==> src/rtl/l2_bus_arbiter_pkg.sv <==
// ----------------------------------------------------------------------------
// l2_bus_arbiter_pkg: shared types and constants for the L2 bus arbiter.
// Revision: 1.0
// ----------------------------------------------------------------------------
`default_nettype none

package l2_bus_arbiter_pkg;

  localparam int ARB_ADDR_W = 32;
  localparam int ARB_DATA_W = 32;

  localparam logic ARB_PORT_FETCH = 1'b0;
  localparam logic ARB_PORT_DATA  = 1'b1;

  typedef enum logic [1:0] {
    ARB_IDLE  = 2'd0,
    ARB_ISSUE = 2'd1,
    ARB_WAIT  = 2'd2
  } arb_state_t;

  typedef struct packed {
    logic [ARB_ADDR_W-1:0]   addr;
    logic                    write;
    logic [ARB_DATA_W-1:0]   wdata;
    logic [ARB_DATA_W/8-1:0] wstrb;
  } arb_req_t;

endpackage

`default_nettype wire

==> src/rtl/l2_bus_arbiter_if.sv <==
// ----------------------------------------------------------------------------
// l2_bus_arbiter_if: requester-side and L2-side signals of the arbiter.
// Revision: 1.0
// ----------------------------------------------------------------------------
`default_nettype none

interface l2_bus_arbiter_if #(
  parameter int ADDR_W = 32,
  parameter int DATA_W = 32
);

  logic [1:0]                   req_valid;
  logic [1:0][ADDR_W-1:0]       req_addr;
  logic [1:0]                   req_write;
  logic [1:0][DATA_W-1:0]       req_wdata;
  logic [1:0][DATA_W/8-1:0]     req_wstrb;
  logic [1:0]                   req_ready;
  logic [1:0]                   resp_valid;
  logic [DATA_W-1:0]            resp_rdata;
  logic                         mem_req_valid;
  logic                         mem_req_ready;
  logic [ADDR_W-1:0]            mem_addr;
  logic                         mem_write;
  logic [DATA_W-1:0]            mem_wdata;
  logic [DATA_W/8-1:0]          mem_wstrb;
  logic                         mem_resp_valid;
  logic [DATA_W-1:0]            mem_resp_rdata;
  logic                         error;

  // Environment side: requesters plus the L2 model.
  modport master (
    output req_valid, req_addr, req_write, req_wdata, req_wstrb,
    output mem_req_ready, mem_resp_valid, mem_resp_rdata,
    input  req_ready, resp_valid, resp_rdata,
    input  mem_req_valid, mem_addr, mem_write, mem_wdata, mem_wstrb, error
  );

  // Arbiter side.
  modport slave (
    input  req_valid, req_addr, req_write, req_wdata, req_wstrb,
    input  mem_req_ready, mem_resp_valid, mem_resp_rdata,
    output req_ready, resp_valid, resp_rdata,
    output mem_req_valid, mem_addr, mem_write, mem_wdata, mem_wstrb, error
  );

endinterface

`default_nettype wire

==> src/rtl/l2_bus_arbiter_rr_pick2.sv <==
// ----------------------------------------------------------------------------
// l2_bus_arbiter_rr_pick2: combinational two-way round-robin/fixed picker.
// Revision: 1.0
// ----------------------------------------------------------------------------
`default_nettype none

module l2_bus_arbiter_rr_pick2
  import l2_bus_arbiter_pkg::*;
(
  input  wire [1:0] i_valid,
  input  wire       i_last,
  input  wire       i_fixed_prio,
  output logic      o_grant,
  output logic      o_any
);

  always_comb begin
    o_any   = |i_valid;
    o_grant = ARB_PORT_FETCH;
    if (i_valid == 2'b11) begin
      // Tie: the data port wins outright in fixed mode, else alternate.
      o_grant = i_fixed_prio ? ARB_PORT_DATA : ~i_last;
    end else begin
      o_grant = i_valid[1];
    end
  end

endmodule

`default_nettype wire

==> src/rtl/l2_bus_arbiter.sv <==
// ----------------------------------------------------------------------------
// l2_bus_arbiter: shares one L2 port between fetch and data requesters.
// Revision: 1.0
// ----------------------------------------------------------------------------
`default_nettype none

module l2_bus_arbiter
  import l2_bus_arbiter_pkg::*;
#(
  parameter int ADDR_W    = 32,
  parameter int DATA_W    = 32,
  parameter bit DATA_PRIO = 1'b0,
  parameter int TIMEOUT   = 1023
) (
  input  wire             clk,
  input  wire             rst,
  l2_bus_arbiter_if.slave bus
);

  localparam int c_cnt_w = (TIMEOUT > 1) ? $clog2(TIMEOUT) : 1;
  localparam logic [c_cnt_w-1:0] c_tmo_last = c_cnt_w'(TIMEOUT - 1);

  arb_state_t r_state;
  arb_state_t w_state_nxt;

  logic                 w_grant;
  logic                 w_any;
  logic                 w_accept;
  logic                 w_resp_fire;
  logic                 w_tmo_fire;
  logic                 r_owner;
  logic                 r_last_grant;
  logic [c_cnt_w-1:0]   r_tmo_cnt;
  logic [ADDR_W-1:0]    r_mem_addr;
  logic                 r_mem_write;
  logic [DATA_W-1:0]    r_mem_wdata;
  logic [DATA_W/8-1:0]  r_mem_wstrb;
  logic [1:0]           r_resp_valid;
  logic [DATA_W-1:0]    r_resp_rdata;
  logic                 r_error;

  l2_bus_arbiter_rr_pick2 u_pick (
    .i_valid      (bus.req_valid),
    .i_last       (r_last_grant),
    .i_fixed_prio (DATA_PRIO),
    .o_grant      (w_grant),
    .o_any        (w_any)
  );

  always_ff @(posedge clk) begin
    if (rst) begin
      r_state <= ARB_IDLE;
    end else begin
      r_state <= w_state_nxt;
    end
  end

  always_comb begin
    w_state_nxt       = r_state;
    w_accept          = 1'b0;
    w_resp_fire       = 1'b0;
    w_tmo_fire        = 1'b0;
    bus.req_ready     = 2'b00;
    bus.mem_req_valid = 1'b0;
    case (r_state)
      ARB_IDLE: begin
        if (w_any) begin
          bus.req_ready[w_grant] = 1'b1;
          w_accept               = 1'b1;
          w_state_nxt            = ARB_ISSUE;
        end
      end
      ARB_ISSUE: begin
        bus.mem_req_valid = 1'b1;
        if (bus.mem_req_ready) begin
          w_state_nxt = ARB_WAIT;
        end
      end
      ARB_WAIT: begin
        // A real response on the final WAIT cycle beats the timeout.
        if (bus.mem_resp_valid) begin
          w_resp_fire = 1'b1;
          w_state_nxt = ARB_IDLE;
        end else if (r_tmo_cnt == c_tmo_last) begin
          w_tmo_fire  = 1'b1;
          w_state_nxt = ARB_IDLE;
        end
      end
      default: begin
        w_state_nxt = ARB_IDLE;
      end
    endcase
  end

  always_ff @(posedge clk) begin
    if (rst) begin
      r_owner      <= ARB_PORT_FETCH;
      r_last_grant <= ARB_PORT_DATA;
      r_tmo_cnt    <= '0;
      r_mem_addr   <= '0;
      r_mem_write  <= 1'b0;
      r_mem_wdata  <= '0;
      r_mem_wstrb  <= '0;
      r_resp_valid <= 2'b00;
      r_resp_rdata <= '0;
      r_error      <= 1'b0;
    end else begin
      r_resp_valid <= 2'b00;
      if (w_accept) begin
        r_mem_addr   <= bus.req_addr[w_grant];
        r_mem_write  <= bus.req_write[w_grant];
        r_mem_wdata  <= bus.req_wdata[w_grant];
        r_mem_wstrb  <= bus.req_wstrb[w_grant];
        r_owner      <= w_grant;
        r_last_grant <= w_grant;
      end
      if (r_state == ARB_ISSUE && bus.mem_req_ready) begin
        r_tmo_cnt <= '0;
      end else if (r_state == ARB_WAIT && !w_tmo_fire) begin
        r_tmo_cnt <= r_tmo_cnt + 1'b1;
      end
      if (w_resp_fire) begin
        r_resp_valid[r_owner] <= 1'b1;
        r_resp_rdata          <= bus.mem_resp_rdata;
      end else if (w_tmo_fire) begin
        r_resp_valid[r_owner] <= 1'b1;
        r_resp_rdata          <= '0;
        r_error               <= 1'b1;
      end
    end
  end

  assign bus.mem_addr   = r_mem_addr;
  assign bus.mem_write  = r_mem_write;
  assign bus.mem_wdata  = r_mem_wdata;
  assign bus.mem_wstrb  = r_mem_wstrb;
  assign bus.resp_valid = r_resp_valid;
  assign bus.resp_rdata = r_resp_rdata;
  assign bus.error      = r_error;

endmodule

`default_nettype wire

==> src/flat_wrapper.sv <==
// flat-port wrapper written by rule: the top's interface ports become plain ports
module l2_bus_arbiter_flat import l2_bus_arbiter_pkg::*;
#(
  parameter int ADDR_W    = 32,
  parameter int DATA_W    = 32,
  parameter bit DATA_PRIO = 1'b0,
  parameter int TIMEOUT   = 1023
)
  (clk, rst, bus_req_valid, bus_req_addr, bus_req_write, bus_req_wdata, bus_req_wstrb, bus_mem_req_ready, bus_mem_resp_valid, bus_mem_resp_rdata, bus_req_ready, bus_resp_valid, bus_resp_rdata, bus_mem_req_valid, bus_mem_addr, bus_mem_write, bus_mem_wdata, bus_mem_wstrb, bus_error);
  l2_bus_arbiter_if #(.ADDR_W(ADDR_W), .DATA_W(DATA_W)) bus_i ();
  input  wire clk;
  input  wire rst;
  input wire logic [$bits(bus_i.req_valid)-1:0] bus_req_valid;
  input wire logic [$bits(bus_i.req_addr)-1:0] bus_req_addr;
  input wire logic [$bits(bus_i.req_write)-1:0] bus_req_write;
  input wire logic [$bits(bus_i.req_wdata)-1:0] bus_req_wdata;
  input wire logic [$bits(bus_i.req_wstrb)-1:0] bus_req_wstrb;
  input wire logic [$bits(bus_i.mem_req_ready)-1:0] bus_mem_req_ready;
  input wire logic [$bits(bus_i.mem_resp_valid)-1:0] bus_mem_resp_valid;
  input wire logic [$bits(bus_i.mem_resp_rdata)-1:0] bus_mem_resp_rdata;
  output wire logic [$bits(bus_i.req_ready)-1:0] bus_req_ready;
  output wire logic [$bits(bus_i.resp_valid)-1:0] bus_resp_valid;
  output wire logic [$bits(bus_i.resp_rdata)-1:0] bus_resp_rdata;
  output wire logic [$bits(bus_i.mem_req_valid)-1:0] bus_mem_req_valid;
  output wire logic [$bits(bus_i.mem_addr)-1:0] bus_mem_addr;
  output wire logic [$bits(bus_i.mem_write)-1:0] bus_mem_write;
  output wire logic [$bits(bus_i.mem_wdata)-1:0] bus_mem_wdata;
  output wire logic [$bits(bus_i.mem_wstrb)-1:0] bus_mem_wstrb;
  output wire logic [$bits(bus_i.error)-1:0] bus_error;
  assign bus_i.req_valid = bus_req_valid;
  assign bus_i.req_addr = bus_req_addr;
  assign bus_i.req_write = bus_req_write;
  assign bus_i.req_wdata = bus_req_wdata;
  assign bus_i.req_wstrb = bus_req_wstrb;
  assign bus_i.mem_req_ready = bus_mem_req_ready;
  assign bus_i.mem_resp_valid = bus_mem_resp_valid;
  assign bus_i.mem_resp_rdata = bus_mem_resp_rdata;
  assign bus_req_ready = bus_i.req_ready;
  assign bus_resp_valid = bus_i.resp_valid;
  assign bus_resp_rdata = bus_i.resp_rdata;
  assign bus_mem_req_valid = bus_i.mem_req_valid;
  assign bus_mem_addr = bus_i.mem_addr;
  assign bus_mem_write = bus_i.mem_write;
  assign bus_mem_wdata = bus_i.mem_wdata;
  assign bus_mem_wstrb = bus_i.mem_wstrb;
  assign bus_error = bus_i.error;
  l2_bus_arbiter #(.ADDR_W(ADDR_W), .DATA_W(DATA_W), .DATA_PRIO(DATA_PRIO), .TIMEOUT(TIMEOUT)) u_core (.clk(clk), .rst(rst), .bus(bus_i));
endmodule
==> config.mk <==
export PLATFORM = sky130hd
export DESIGN_NAME = l2_bus_arbiter_flat
export DESIGN_NICKNAME = d
export VERILOG_FILES = /design/src/rtl/l2_bus_arbiter_pkg.sv /design/src/rtl/l2_bus_arbiter_if.sv /design/src/rtl/l2_bus_arbiter_rr_pick2.sv /design/src/rtl/l2_bus_arbiter.sv /design/src/flat_wrapper.sv
export SDC_FILE = /design/constraint.sdc
export NUM_CORES = 1
export LEC_CHECK = 0
export CAP_MARGIN = 30
export CORE_ASPECT_RATIO = 0.75
export CORE_UTILIZATION = 37
export DETAILED_ROUTE_END_ITERATION = 12
export PLACE_DENSITY = 0.78
export SETUP_SLACK_MARGIN = 0.5
export SLEW_MARGIN = 0
export SYNTH_ARGS = -nofsm -noshare
export SYNTH_HDL_FRONTEND = slang
export SYNTH_SLANG_ARGS = --single-unit
==> constraint.sdc <==
create_clock -name clk -period 2.15 [get_ports clk]
set_clock_uncertainty 0.2 [all_clocks]
set_input_delay 0.43 -clock clk [delete_from_list [all_inputs] [get_ports clk]]
set_output_delay 0.43 -clock clk [all_outputs]
set_load 0.02 [all_outputs]
==> results of run 1 <==
[worst register-to-register path: cells and delay by family (launching register included)]
kind	cells	cell delay (ns)
AO/OA/AOI/OAI	1	0.15
buffers and inverters	3	0.35
AND/OR/NAND/NOR	3	0.83
flip-flops	1	0.34
[cells in the mapped netlist (all sizes together)]
library cell	number
o211ai	1
o21a	1
or2	1
or3	7
and2	2
nor4b	1
nor4	1
dfxtp	118
nand3	3
and4b	1
a211o	1
nand4	3
o31ai	2
nor3	1
a21oi	40
mux2i	21
a31oi	1
ha	2
xnor2	1
a21boi	1
and3b	1
nand2b	2
nor2b	2
clkbuf	29
and3	2
a211oi	21
and4	4
nor2	78
a2111oi	1
inv	2
buf	19
o21ai	38
nand2	35
a222oi	49
a41oi	2
[worst paths after layout]
path / to / slack (ns)
setup / recovery: bus_req_ready[0] / 0.20
hold / removal: u_core.r_state[1] / 0.19
setup reg to reg: u_core.r_tmo_cnt[9] / 0.22
hold reg to reg: u_core.bus.resp_rdata[25] / 0.26
[layout make-up]
type / count / share of cell area, %
tap: 162 / 2.168
inverter: 2 / 0.08031
clock inverter: 8 / 2.061
timing repair buffer: 357 / 37.85
multi-input combinational: 328 / 27.17
clock buffer: 23 / 5.220
sequential: 118 / 25.42
antenna: 1 / 0.02677
[layer usage]
metal	wire length, µm	track usage [%]	vias to the layer above
met5	0	0	-
met4	715	15.74	0
met3	1751	8.469	59
met2	10430	54.50	297
met1	7752	33.99	2722
li1	-	-	2530
[logic make-up (layout without fill, tap and decap cells)]
kind of cell | Yosys count | in the layout | share of synthesized area [%]
xor gates and xnor gates | 1 | 1 | 0.1904
muxes | 21 | 21 | 4.569
and+or+nand+nor | 144 | 146 | 13.90
adders and majority gates | 2 | 2 | 0.5438
buffers and inverters | 50 | 390 | 4.841
AOI/OAI and AO/OA | 158 | 158 | 24.61
other | 0 | 1 | 0
DFF | 118 | 118 | 51.35
[sequential cells by signal, summed over array words and instances, names as in the netlist]
name	count
u_core.bus.resp_valid	2
u_core.r_state	2
u_core.bus.error	1
u_core.bus.mem_wdata	32
u_core.r_owner	1
u_core.bus.resp_rdata	32
u_core.bus.mem_addr	32
u_core.bus.mem_write	1
u_core.bus.mem_wstrb	4
u_core.r_tmo_cnt	10
u_core.r_last_grant	1
[power breakdown]
| part | leakage (nW) | switching (mW) | internal (mW) |
|---|---|---|---|
| combinational | 2.50 | 0.850 | 1.00 |
| sequential | 0.969 | 0.109 | 2.34 |
| clock | 0.329 | 0.984 | 2.29 |
[repair_timing]
| item | CTS | global route |
|---|---|---|
| gates resized for setup | 536 | 123 |
| buffers inserted | 30 | 5 |
| setup endpoints to repair | 215 | 198 |
| gates cloned | 20 | 3 |
| pin swaps | 83 | 54 |
==> impl_results.md, run 1 <==
- Post-CTS Hold Buffers: 0
- Post-synthesis cell type count: 41
- Final setup viols: 0
- Min Tclk post-route: 1.946 ns
- DRT Wirelength: 20640 µm
- DR vias: 5608
- Final Hold Viols: 0
- CP Launch Type: register
- DRT antenna net count: 0
- Initial core utilization: 38.76%
- Sinks on Clock Net: 118
- Register Area: 2376 µm²
- Final instance area: 9348 µm²
- Fin nets: 1002
- Slew HR: 55.69%
- Avg Inst Size Synth: 9.313 µm²
- Total congestion overflow: 0
- Synth top area share: 51.35%
- Worst setup path class: register to primary output
- Gpl congestion: 0.8282
- WL/cell: 20.66 µm
- Max_cap viols: 0
- Pwr Total: 7.580 mW
- Placed cells: 909
- Pre-antenna DRT Iters: 6
- Drt via density: 5.614
- Multi-input logic area: 2540 µm²
- Top post-synthesis cells by area: dfxtp_1 (51%), a222oi_1 (11%), nor2_1 (6.4%)
- Worst hold path cell count: 2
- Status: finished clean
- Post-layout util: 78.76%
- Critical-path maximum fanout: 3
- Initial antenna violation count: 1
- Crit path launch: u_core.r_state[1]
- Synth Register Bits: 118
- Hold path start: rst
- PortBufs: 282
- Count of warnings emitted by yosys: 0
- Tightest Hold Check Type: primary input to register
- Worst path slowest cell: dfxtp_2
- CP required: 1.52 ns
- Initial DRC count: 573
- Die height: 98.57 µm
- Post-Layout Cell Count: 999
- I/O Pins: 283
- Cts bufs inserted: 17
- DRC Markers: 0
- Slew Limit Fails: 0
- Critical path data arrival time: 1.32 ns
- P_leak: 3.795 nW
- CTS Root Cell: clkbuf_16
- Critical path's largest stage delay: 0.33 ns
- CTS tree: done
- CP Capture Type: primary output
- CP delay by family, top: simple AND/OR/NAND/NOR gates
- Buf+Inv Stages, Crit Path: 2
- Peak VDD IR: 0.7653 mV
- Setup TNS: 0 ns
- P&R area growth vs syn: 103.2%
- Dpl cell area: 7637 µm²
- Vias in the first global route: 5660
- Most common cell after layout, fill and taps aside: clkdlybuf4s50_1
- Worst-Margin Slew: 0.6646 ns
- Die X: 130.8 µm
- FF-to-FF Start: u_core.r_state[0]
- Mapped Cells: 494
- Share of layout cells above drive strength 1: 39.35%
- PD cells: 810.9 nW/µm²
- Dpl hpwl: 11600 µm
- Largest net degree at the start of global routing: 59
- Cell depth of the worst setup path: 4
- GRT Util Overall: 30.99%
- Pre-CTS setup slack: -0.5478 ns
- Crit-path cells: nor2_4, buf_4, and3_4, buf_6
- Post-synth net total: 672
- Most frequent cells in the layout: clkdlybuf4s50_1 (172), dfxtp_1 (107), buf_2 (91)
- Core Rows: 34
- RSZ-0062 raised after global routing: yes
- Clk Latency, worst-skew pair: 0.41 ns
- H-tree depth: 4
- Clock tree buffer depth: 2
- Final hold slack: 0.1874 ns
- Worst-case reg-to-reg path depth: 7
- Cell area after synthesis: 4601 µm²
- Placeable Area: 11870 µm²
- Register area share after synthesis: 51.35%
- Fmax: 513.9 MHz
- Area leader, netlist: dfxtp_1
- First-pass GRT wire length: 30070 µm
- Die ar.: 12890 µm²
- Setup slack after layout: 0.2040 ns
- Fillcell total: 741
- Clock transition at path regs: 0.05 ns
- Tcrit/Tclk final: 90.51%
Power figures use the tool's default switching activity.
==> run 2: changes to the inputs <==
--- a/config.mk
+++ b/config.mk
@@ -6,7 +6,7 @@
 export NUM_CORES = 1
 export LEC_CHECK = 0
 export CAP_MARGIN = 30
-export CORE_ASPECT_RATIO = 0.75
+export CORE_ASPECT_RATIO = 0.6
 export CORE_UTILIZATION = 37
 export DETAILED_ROUTE_END_ITERATION = 12
 export PLACE_DENSITY = 0.78
==> impl_results.md, run 2 (synthesis results as in run 1) <==
- Die height: 88.38 µm
- Max_cap viols: 0
- Antenna Cells: 0
- First-pass GRT wire length: 26670 µm
- Post-layout util: 71.17%
- Fillcell total: 912
- Fin nets: 967
- CTS tree: done
- H-tree depth: 4
- CP delay by family, top: flip-flops
- Clk Latency, worst-skew pair: 0.40 ns
- Worst path slowest cell: dfxtp_2
- Final setup viols: 0
- DRT antenna net count: 0
- Worst-case reg-to-reg path depth: 9
- Clock tree buffer depth: 2
- Drt via density: 5.484
- Worst-Margin Slew: 0.5980 ns
- Gpl congestion: 0.8992
- Placeable Area: 12100 µm²
- Vias in the first global route: 5163
- DRC Markers: 0
- Dpl hpwl: 11670 µm
- FF-to-FF Start: u_core.r_tmo_cnt[0]
- Final Hold Viols: 0
- Pre-antenna DRT Iters: 6
- Tightest Hold Check Type: register to register
- Slew HR: 60.13%
- Most common cell after layout, fill and taps aside: clkdlybuf4s50_1
- Critical-path maximum fanout: 3
- CP Launch Type: register
- Die X: 146.0 µm
- Clock transition at path regs: 0.06 ns
- Most frequent cells in the layout: clkdlybuf4s50_1 (172), dfxtp_1 (113), buf_2 (102)
- Total congestion overflow: 0
- Tcrit/Tclk final: 87.89%
- P&R area growth vs syn: 87.22%
- Post-Layout Cell Count: 967
- Worst setup path class: register to primary output
- Flop2flop setup slack: 0.29 ns
- Peak VDD IR: 0.5889 mV
- GRT Util Overall: 26.59%
- CP required: 1.52 ns
- Crit path launch: u_core.r_last_grant
- CTS Root Cell: clkbuf_16
- Hold path start: u_core.bus.resp_rdata[13]
- Cell depth of the worst setup path: 4
- Post-CTS Hold Buffers: 0
- Core Rows: 31
- Buf+Inv Stages, Crit Path: 2
- Sinks on Clock Net: 118
- Min Tclk post-route: 1.890 ns
- Setup crit end: bus_req_ready[1]
- I/O Pins: 283
- Crit-path cells: a21boi_2, and2_4, buf_12, buf_8
- WL/cell: 19.01 µm
- Cts bufs inserted: 17
- Placed cells: 913
- CP Capture Type: primary output
- DR vias: 5303
- Die ar.: 12900 µm²
- Fmax: 529.2 MHz
- P_leak: 3.457 nW
- RSZ-0062 raised after global routing: yes
- Initial DRC count: 500
- R2r endpoint: u_core.bus.resp_rdata[29]
- Initial antenna violation count: 0
- Critical path's largest stage delay: 0.33 ns
- Critical path data arrival time: 1.26 ns
- Initial core utilization: 38.02%
- Largest net degree at the start of global routing: 52
- PortBufs: 282
- Status: finished clean
- DRT Wirelength: 18380 µm
- Slew Limit Fails: 0
- PD cells: 808.7 nW/µm²
- Share of layout cells above drive strength 1: 33.17%
## run 2: cell count changes in the layout (fill, tap and decap cells not counted), moves of 10 or more
cell / change
a211oi_1: +18
a211oi_2: -18
a21oi_1: -10
a21oi_2: +10
buf_16: -10
buf_2: +11
buf_4: -18
nor2_1: +19
nor2_4: -17
o21ai_4: +10
## run 2: stage by stage
stage	hold slack [ns]	setup WS, ns	instance area [µm²]	power [mW]	setup TNS [ns]
after floorplan	0.2159	0.4827	4617	3.057	0
after global placement	0.2319	-0.5290	7662	3.797	-13.64
after detailed placement	0.2349	-0.5244	7662	3.834	-15.53
after CTS	0.2415	0.2624	8820	6.988	0
after global routing	0.2776	0.1864	8613	7.193	0
final	0.2551	0.2603	8613	6.966	0
## run 2: repair_timing
item	in CTS	in global routing
gates cloned	8	1
endpoints found under the setup margin	209	181
endpoints found under the hold margin	0	0
pin swaps	39	21
resized for setup	456	133
buffers inserted	9	4
## run 2: layout make-up
type	count	area [µm²]	share of cell area, %
Clock buffer	21	450.4	5.230
Clock inverter	11	197.7	2.295
Sequential cell	118	2374	27.56
Timing Repair Buffer	323	2960	34.37
Multi-Input combinational cell	327	2417	28.07
Tap cell	165	206.4	2.397
Inverter	2	7.507	0.08716
## run 2: worst min-delay path, cell delays in order, from the launching register on
cell	delay (ns)
dfxtp_1	0.31
o21ai_2	0.05
a21oi_1	0.05
## run 2: worst min path at each step
stage,to,slack (ns),cells after the start
2_1_floorplan,u_core.bus.resp_valid[0],0.22,1
3_3_place_gp,u_core.bus.resp_valid[0],0.23,1
3_5_place_dp,u_core.bus.resp_valid[0],0.23,1
4_1_cts,u_core.bus.resp_valid[0],0.24,1
5_1_grt,u_core.bus.resp_rdata[31],0.28,2
6_report,u_core.bus.resp_rdata[13],0.26,2
## run 2: layer usage
layer / track usage [%] / up-vias / wire, µm
li1: - / 2458 / -
met5: 0 / - / 0
met4: 9.856 / 0 / 386
met2: 45.37 / 269 / 8854
met3: 7.680 / 33 / 1387
met1: 32.44 / 2543 / 7754
## run 2: report_power, final
| group | internal, mW | switching (mW) |
|---|---|---|
| logic | 0.718 | 0.700 |
| clock network | 2.10 | 1.03 |
| registers | 2.34 | 0.0849 |
| total | 5.15 | 1.81 |
